File: config.mk
export PLATFORM = sky130hd
export DESIGN_NAME = contador_bits_param_flat
export DESIGN_NICKNAME = d
export VERILOG_FILES = /design/src/rtl/contador_bits_param_if.sv /design/src/rtl/contador_bits_param.sv /design/src/flat_wrapper.sv
export SDC_FILE = /design/constraint.sdc
export NUM_CORES = 1
export LEC_CHECK = 0
export BUFFER_PORTS_ARGS = -buffer_cell sky130_fd_sc_hd__buf_2
export CORE_MARGIN = 5
export CORE_UTILIZATION = 60
export DETAILED_ROUTE_END_ITERATION = 8
export PLACE_DENSITY_LB_ADDON = 0.3
export SYNTH_ARGS = -nofsm -noshare
export SYNTH_HDL_FRONTEND = slang
export SYNTH_SLANG_ARGS = --single-unit
File: constraint.sdc
create_clock -name clk -period 6.33 [get_ports clk]
set_input_delay 0.3165 -clock clk [delete_from_list [all_inputs] [get_ports clk]]
set_output_delay 0.3165 -clock clk [all_outputs]
set_load 0.02 [all_outputs]
File: src/rtl/contador_bits_param_if.sv
// Request/result bundle for the multi-mode bit counter.
// The requester drives start/mode/a; the counter drives the result and status.
interface contador_bits_param_if #(
  parameter int WIDTH = 16,
  parameter int CNT_W = 5
) ();
  logic             start;
  logic [1:0]       mode;
  logic [WIDTH-1:0] a;
  logic [CNT_W-1:0] resultado;
  logic             pronto;
  logic             ocupado;
  logic [1:0]       est;

  modport master (output start, mode, a, input resultado, pronto, ocupado, est);
  modport slave  (input start, mode, a, output resultado, pronto, ocupado, est);
endinterface

File: src/rtl/contador_bits_param.sv
// Multi-mode bit counter: ones, zeros, leading zeros or trailing zeros,
// one operand bit examined per clock, with a level start/pronto handshake.
//
// state  | meaning
// IDLE   | waiting for start; result of the previous run still visible
// BUSY   | examining one bit per cycle of the latched operand
// DONE   | result valid on pronto; leaves only once start drops
module contador_bits_param #(
  parameter int WIDTH = 16,
  parameter int CNT_W = 5
) (
  input logic                  clk,
  input logic                  reset,
  contador_bits_param_if.slave bus
);
  localparam int IDX_W = $clog2(WIDTH);

  typedef enum logic [1:0] {
    S_IDLE = 2'b00,
    S_BUSY = 2'b01,
    S_DONE = 2'b10
  } state_t;

  state_t           state_q, state_d;
  logic [WIDTH-1:0] reg_a_q, reg_a_d;
  logic [CNT_W-1:0] acc_q, acc_d;
  logic [IDX_W-1:0] idx_q, idx_d;
  logic [1:0]       mode_q, mode_d;
  logic             pronto_q, pronto_d;
  logic             ocupado_q, ocupado_d;
  logic             last_bit;

  always_comb begin
    state_d  = state_q;
    reg_a_d  = reg_a_q;
    acc_d    = acc_q;
    idx_d    = idx_q;
    mode_d   = mode_q;
    last_bit = (idx_q == IDX_W'(WIDTH - 1));
    case (state_q)
      S_IDLE: begin
        if (bus.start) begin
          reg_a_d = bus.a;
          mode_d  = bus.mode;
          acc_d   = '0;
          idx_d   = '0;
          state_d = S_BUSY;
        end
      end
      S_BUSY: begin
        idx_d = idx_q + IDX_W'(1);
        case (mode_q)
          2'b00: begin
            // Stop early once no set bits remain above the examined one.
            reg_a_d = reg_a_q >> 1;
            acc_d   = acc_q + CNT_W'(reg_a_q[0]);
            if (reg_a_d == '0 || last_bit) state_d = S_DONE;
          end
          2'b01: begin
            reg_a_d = reg_a_q >> 1;
            acc_d   = acc_q + CNT_W'(~reg_a_q[0]);
            if (last_bit) state_d = S_DONE;
          end
          2'b10: begin
            if (reg_a_q[WIDTH-1]) begin
              state_d = S_DONE;
            end else begin
              acc_d   = acc_q + CNT_W'(1);
              reg_a_d = reg_a_q << 1;
              if (last_bit) state_d = S_DONE;
            end
          end
          default: begin
            if (reg_a_q[0]) begin
              state_d = S_DONE;
            end else begin
              acc_d   = acc_q + CNT_W'(1);
              reg_a_d = reg_a_q >> 1;
              if (last_bit) state_d = S_DONE;
            end
          end
        endcase
      end
      S_DONE: begin
        if (!bus.start) state_d = S_IDLE;
      end
      default: state_d = S_IDLE;
    endcase
    pronto_d  = (state_d == S_DONE);
    ocupado_d = (state_d == S_BUSY);
  end

  always_ff @(posedge clk) begin
    if (reset) begin
      state_q   <= S_IDLE;
      reg_a_q   <= '0;
      acc_q     <= '0;
      idx_q     <= '0;
      mode_q    <= 2'b00;
      pronto_q  <= 1'b0;
      ocupado_q <= 1'b0;
    end else begin
      state_q   <= state_d;
      reg_a_q   <= reg_a_d;
      acc_q     <= acc_d;
      idx_q     <= idx_d;
      mode_q    <= mode_d;
      pronto_q  <= pronto_d;
      ocupado_q <= ocupado_d;
    end
  end

  assign bus.resultado = acc_q;
  assign bus.pronto    = pronto_q;
  assign bus.ocupado   = ocupado_q;
  assign bus.est       = state_q;
endmodule

File: src/flat_wrapper.sv
// flat-port wrapper written by rule: the top's interface ports become plain ports
module contador_bits_param_flat 
#(
  parameter int WIDTH = 16,
  parameter int CNT_W = 5
)
  (clk, reset, bus_start, bus_mode, bus_a, bus_resultado, bus_pronto, bus_ocupado, bus_est);
  contador_bits_param_if #(.WIDTH(WIDTH), .CNT_W(CNT_W)) bus_i ();
  input logic clk;
  input logic reset;
  input wire logic [$bits(bus_i.start)-1:0] bus_start;
  input wire logic [$bits(bus_i.mode)-1:0] bus_mode;
  input wire logic [$bits(bus_i.a)-1:0] bus_a;
  output wire logic [$bits(bus_i.resultado)-1:0] bus_resultado;
  output wire logic [$bits(bus_i.pronto)-1:0] bus_pronto;
  output wire logic [$bits(bus_i.ocupado)-1:0] bus_ocupado;
  output wire logic [$bits(bus_i.est)-1:0] bus_est;
  assign bus_i.start = bus_start;
  assign bus_i.mode = bus_mode;
  assign bus_i.a = bus_a;
  assign bus_resultado = bus_i.resultado;
  assign bus_pronto = bus_i.pronto;
  assign bus_ocupado = bus_i.ocupado;
  assign bus_est = bus_i.est;
  contador_bits_param #(.WIDTH(WIDTH), .CNT_W(CNT_W)) u_core (.clk(clk), .reset(reset), .bus(bus_i));
endmodule
# Yosys cells after proc, flatten, opt, wreduce, memory -nomap -nowiden

Index checks and enable logic that the tools add are counted.
W data, S select, Z words.

Register bits: 31
Latch bits: 0
Bits in writable memories: 0
Memory bits (read-only): 0
Input port bits: 21
Logic and storage cells: 57
Memories kept: 0

Add/sub/neg operators: 4
$mul: 0
Divide/modulo/power cells: 0
Order comparisons: 0
Eq/ne operators: 11
Shifts and indexed selects: 0
Muxes and demuxes: 20
Bitwise gates (word level): 1
Reduce and logical (&&, ||, !) cells: 12

Operators by type and width:

| kind                  | number |
|---|---|
| $pmux W16 S2          | 2 |
| $mux W16              | 3 |
| $logic_not A16 Y1     | 1 |
| $mux W5               | 3 |
| $pmux W5 S3           | 1 |
| $mux W2               | 6 |
| $pmux W2 S3           | 2 |
| $pmux W5 S2           | 1 |
| $pmux W4 S2           | 1 |
| $reduce_and A4 Y1     | 2 |
| $eq A2 B1 Y1 const B  | 3 |
| $eq A2 B2 Y1 const B  | 3 |
| $reduce_and A3 Y1     | 2 |
| $add A5 B1 Y5         | 1 |
| $add A5 B1 Y5 const B | 1 |
| $add A5 B5 Y5         | 1 |
| $ne A5 B5 Y1 const B  | 1 |
| $not A1 Y5            | 1 |
| $add A4 B1 Y4 const B | 1 |
| $eq A4 B4 Y1 const B  | 1 |
| $logic_not A2 Y1      | 2 |
| $mux W4               | 1 |
| $ne A4 B4 Y1 const B  | 1 |
| $reduce_and A2 Y1     | 2 |
| 5 further kinds       | 5 |

# Longest topological paths before layout

Depth after elaboration: 6
Depth in mapped cells: 13

# Worst setup path after synthesis

Ideal clock, no wire load.

Path type: register to register
Start: register u_core.mode_q[1]
End: register u_core.acc_q[4], in the netlist u_core.bus.resultado[4]
Library setup time: 0.074 ns
Arrival: 2.618 ns
Setup slack: 3.637 ns
Stages on the path, launching flop included: 14
Path buffers: 1
Cell sequence: dfxtp_1 inv_1 ha_1 clkbuf_1 nand2_1 nor2_1 a21oi_1 ha_1 fa_1 a21o_1 a21oi_1 xor2_1 or4_1 a31oi_1

Cells in the longest elaborated chain, start to end: 3
Elaborated cells between the ends (all ways): 8
Those cells by class: eq/ne (4); mux (2); reduce/logical (2)

RTL lines:

| what                                             | line                       | text |
|---|---|---|
| start: declaration                               | contador_bits_param.sv:28  | `logic [1:0] mode_q, mode_d;` |
| start signal: assignment                         | contador_bits_param.sv:107 | `mode_q <= mode_d;` |
| $eq A2 B2 Y1 (tied with other cells)             | contador_bits_param.sv:52  | `case (mode_q)` |
| $pmux W5 S3 (tied with other cells)              | contador_bits_param.sv:52  |  |
| $pmux W5 S2 or $reduce_and A4 Y1 (tied branches) | n/a                        |  |
| end signal: assignment                           | contador_bits_param.sv:97  | `acc_q <= '0;` |
| end signal: assignment                           | contador_bits_param.sv:105 | `acc_q <= acc_d;` |
| end: declaration                                 | contador_bits_param.sv:26  | `logic [CNT_W-1:0] acc_q, acc_d;` |

Several ways; a longest one is shown, not always the timed one.
A chain may end at the register's enable or synchronous reset.

# Worst setup path after layout

Same ends and word-level chain as after synthesis.

==> flow_summary.json <==
{
  "synthTopCellsByCount": "31 x dfxtp_1, 28 x a21oi_1, 25 x nand2_1, 16 x nor2_1, 15 x o211ai_1",
  "ys_seq_area_frac": 0.347,
  "holdWs_ns": 0.194,
  "hp-start": "bus_mode[1]",
  "synth_most_common_cell": "dfxtp_1",
  "nFillCells": 242,
  "fin_nets": 269,
  "synth_edf_count": 0,
  "yosysTopAreaCell": "dfxtp_1",
  "drive_above_1_share": 0.176,
  "r2r_setup_slack_ns": 3.51,
  "internal_power_w": 0.000355,
  "gp_congestion": 0.805,
  "critPathCaptureType": "register",
  "worstPathRequired_ns": 6.61,
  "dr.first_iter.drc_count": 164,
  "timing.fmax_mhz": 354,
  "io_pins": 30,
  "clk_latency_ns": 0.35,
  "antenna_cells": 0,
  "grt_pass1_vias": 1500,
  "register_area_sq_um": 621,
  "cts-root-buf": "clkbuf_4",
  "sequentialPowerShare": 0.449,
  "wl_per_cell_microns": 15.4,
  "dr.pass1.iters": 5,
  "yosysUniqueCellTypes": 40,
  "max_cap_violations": 0,
  "drt.antenna.violating_nets": 0,
  "worstMarginPinSlew_ns": 1.07,
  "final_core_util": 0.714,
  "wl_mm": 4.16,
  "rows": 19,
  "die_w_microns": 64.6,
  "numPortBuffers": 29,
  "dp.final_hpwl_mm": 2.70,
  "clk_path_buf_depth": 2,
  "overflow": 0,
  "async_reset_ff_frac": 0,
  "syn-num-nets": 247,
  "synthCells": 216,
  "arrival_ns": 3.10,
  "avgSynthCellArea_sq_um": 8.28,
  "vias": 1716,
  "viasPerCell": 6.36,
  "switching_share": 0.317,
  "path_class": "reg -> reg",
  "reg2reg_from": "u_core.mode_q[1]$_SDFFE_PP0P_",
  "die_h_microns": 64.6,
  "synth_flop_cell": "dfxtp_1",
  "htree_levels": 2,
  "grt_pass1_wl_mm": 6.89,
  "hold_depth": 3,
  "clockPowerShare": 0.321,
  "hold_viol": 0,
  "synth-seq-cells": 31,
  "post-cts-setup-buffer-count": 0,
  "antenna_found_initial": 0,
  "outcome": "finished clean",
  "finClkSkew_ns": 0.00549,
  "reg2reg_to": "u_core.bus.resultado[4]$_SDFFE_PP0P_",
  "syn_area_sq_um": 1790,
  "rsz0062_at_grt": "false",
  "cts_resized": 0,
  "maxSlewViolCount": 0,
  "grt_max_degree": 32,
  "synth.area.top_cells": "dfxtp_1 35%, a21oi_1 7.8%, a221o_1 7.8%",
  "syn_to_final_growth_pct": 12.0,
  "cts.sinks": 31,
  "grtUsageTotal": 0.208,
  "fin_crit_sh": 0.446,
  "tns_ns": 0,
  "holdBufCountCts": 0,
  "slew_headroom": 0.287,
  "ys_warn_count": 0,
  "core_area_sq_um": 2810,
  "drc": 0,
  "hold_class": "in -> reg",
  "synth_top_cell_area_share": 0.347,
  "p_per_area_nw_per_um2": 260,
  "clkTransAtPathRegs_ns": 0.10,
  "cts_tree": "built",
  "multi_input_area_sq_um": 1090,
  "critical_path.max_fanout": 12,
  "setup_violations": 0,
  "p_leak_nw": 0.823,
  "start_kind": "register",
  "start_util": 0.637,
  "p_sw_w": 0.000165,
  "post-route-min-period_ns": 2.82,
  "holdPathEnd": "u_core.mode_q[1]$_SDFFE_PP0P_",
  "cts_buffers": 5,
  "ir_worst_vdd_mv": 0.156,
  "r2r_cells": 12,
  "die_area_sq_um": 4170,
  "p_comb_frac": 0.229
}
## worst max-delay path by stage
stage | start | endpoint | slack (ns) | cells past startpoint
2_1_floorplan | u_core.mode_q[1]$_SDFFE_PP0P_ | u_core.bus.resultado[4]$_SDFFE_PP0P_ | 3.64 | 13
3_3_place_gp | u_core.mode_q[1]$_SDFFE_PP0P_ | u_core.bus.resultado[4]$_SDFFE_PP0P_ | 3.64 | 12
3_5_place_dp | u_core.mode_q[1]$_SDFFE_PP0P_ | u_core.bus.resultado[4]$_SDFFE_PP0P_ | 3.54 | 12
4_1_cts | u_core.mode_q[1]$_SDFFE_PP0P_ | u_core.bus.resultado[4]$_SDFFE_PP0P_ | 3.50 | 12
5_1_grt | u_core.mode_q[1]$_SDFFE_PP0P_ | u_core.bus.resultado[4]$_SDFFE_PP0P_ | 3.26 | 12
6_report | u_core.mode_q[1]$_SDFFE_PP0P_ | u_core.bus.resultado[4]$_SDFFE_PP0P_ | 3.51 | 12
## critical path, stage by stage (launching register included)
cell	delay [ns]
dfxtp_1	0.35
inv_1	0.09
ha_1	0.43
nand2_1	0.10
nor2_1	0.09
a21oi_1	0.05
ha_1	0.21
fa_1	0.41
a21o_1	0.19
a21oi_1	0.16
xor2_1	0.09
or4_1	0.41
a31oi_1	0.16
## placed cells by master (no fill, tap or decap), types with 2 or more instances in the layout
cell / count
a21o_1: 3
a21oi_1: 28
a221o_1: 14
a22oi_1: 2
buf_2: 29
clkbuf_4: 5
dfxtp_1: 31
ha_1: 9
inv_1: 3
nand2_1: 25
nand2b_1: 4
nand3_1: 8
nand3b_1: 2
nand4_1: 2
nor2_1: 16
nor2b_1: 4
nor3_1: 5
nor3b_1: 2
nor4_1: 3
o211ai_1: 15
o21ai_0: 5
o21ai_1: 2
xor2_1: 2
## metal layers
| metal | wire length, microns | global-route usage |
|---|---|---|
| met5 | 0 | 0 |
| met3 | 286 | 0.0449 |
| met1 | 1800 | 0.267 |
| met4 | 66 | 0.0950 |
| met2 | 2000 | 0.336 |
## flip-flops by register name (all words and copies together) (netlist names)
signal and count:
u_core.bus.est 2, u_core.bus.ocupado 1, u_core.bus.pronto 1, u_core.bus.resultado 5
u_core.idx_q 4, u_core.mode_q 2, u_core.reg_a_q 16
## power groups by stage
stage	Clock, W	Sequential (W)	Combinational, W
floorplan	0	0.000233	0.0000937
global placement	0	0.000237	0.000117
detailed placement	0	0.000237	0.000118
CTS	0.000169	0.000233	0.000119
global route	0.000178	0.000236	0.000134
finish	0.000167	0.000233	0.000119
## cell type report
type                    count  area share
clock buffers               6      0.0256
inverters                   3     0.00563
well taps                  31      0.0194
multi-input cells         167       0.546
flip-flops and latches     31       0.310
repair buffers             30      0.0762
clock inverters             2      0.0175
## stage by stage
stage | std cells | setup slack, ns | power [W] | instance area (sq um)
2_1_floorplan | 216 | 3.64 | 0.000326 | 1790
3_3_place_gp | 262 | 3.64 | 0.000354 | 1920
3_5_place_dp | 262 | 3.54 | 0.000355 | 1920
4_1_cts | 270 | 3.50 | 0.000520 | 2000
5_1_grt | 270 | 3.26 | 0.000547 | 2000
6_report | 270 | 3.51 | 0.000520 | 2000
## cell families (layout without fill, tap and decap cells)
family | count (synthesis) | after routing | share of synthesized area
AOI/OAI and AO/OA | 80 | 80 | 0.323
buffers and inverters | 18 | 41 | 0.0420
adders and majority gates | 10 | 10 | 0.0742
DFF | 31 | 31 | 0.347
and+or+nand+nor | 74 | 74 | 0.199
xor gates and xnor gates | 3 | 3 | 0.0147
No activity file was read; power rests on OpenSTA's default activity.
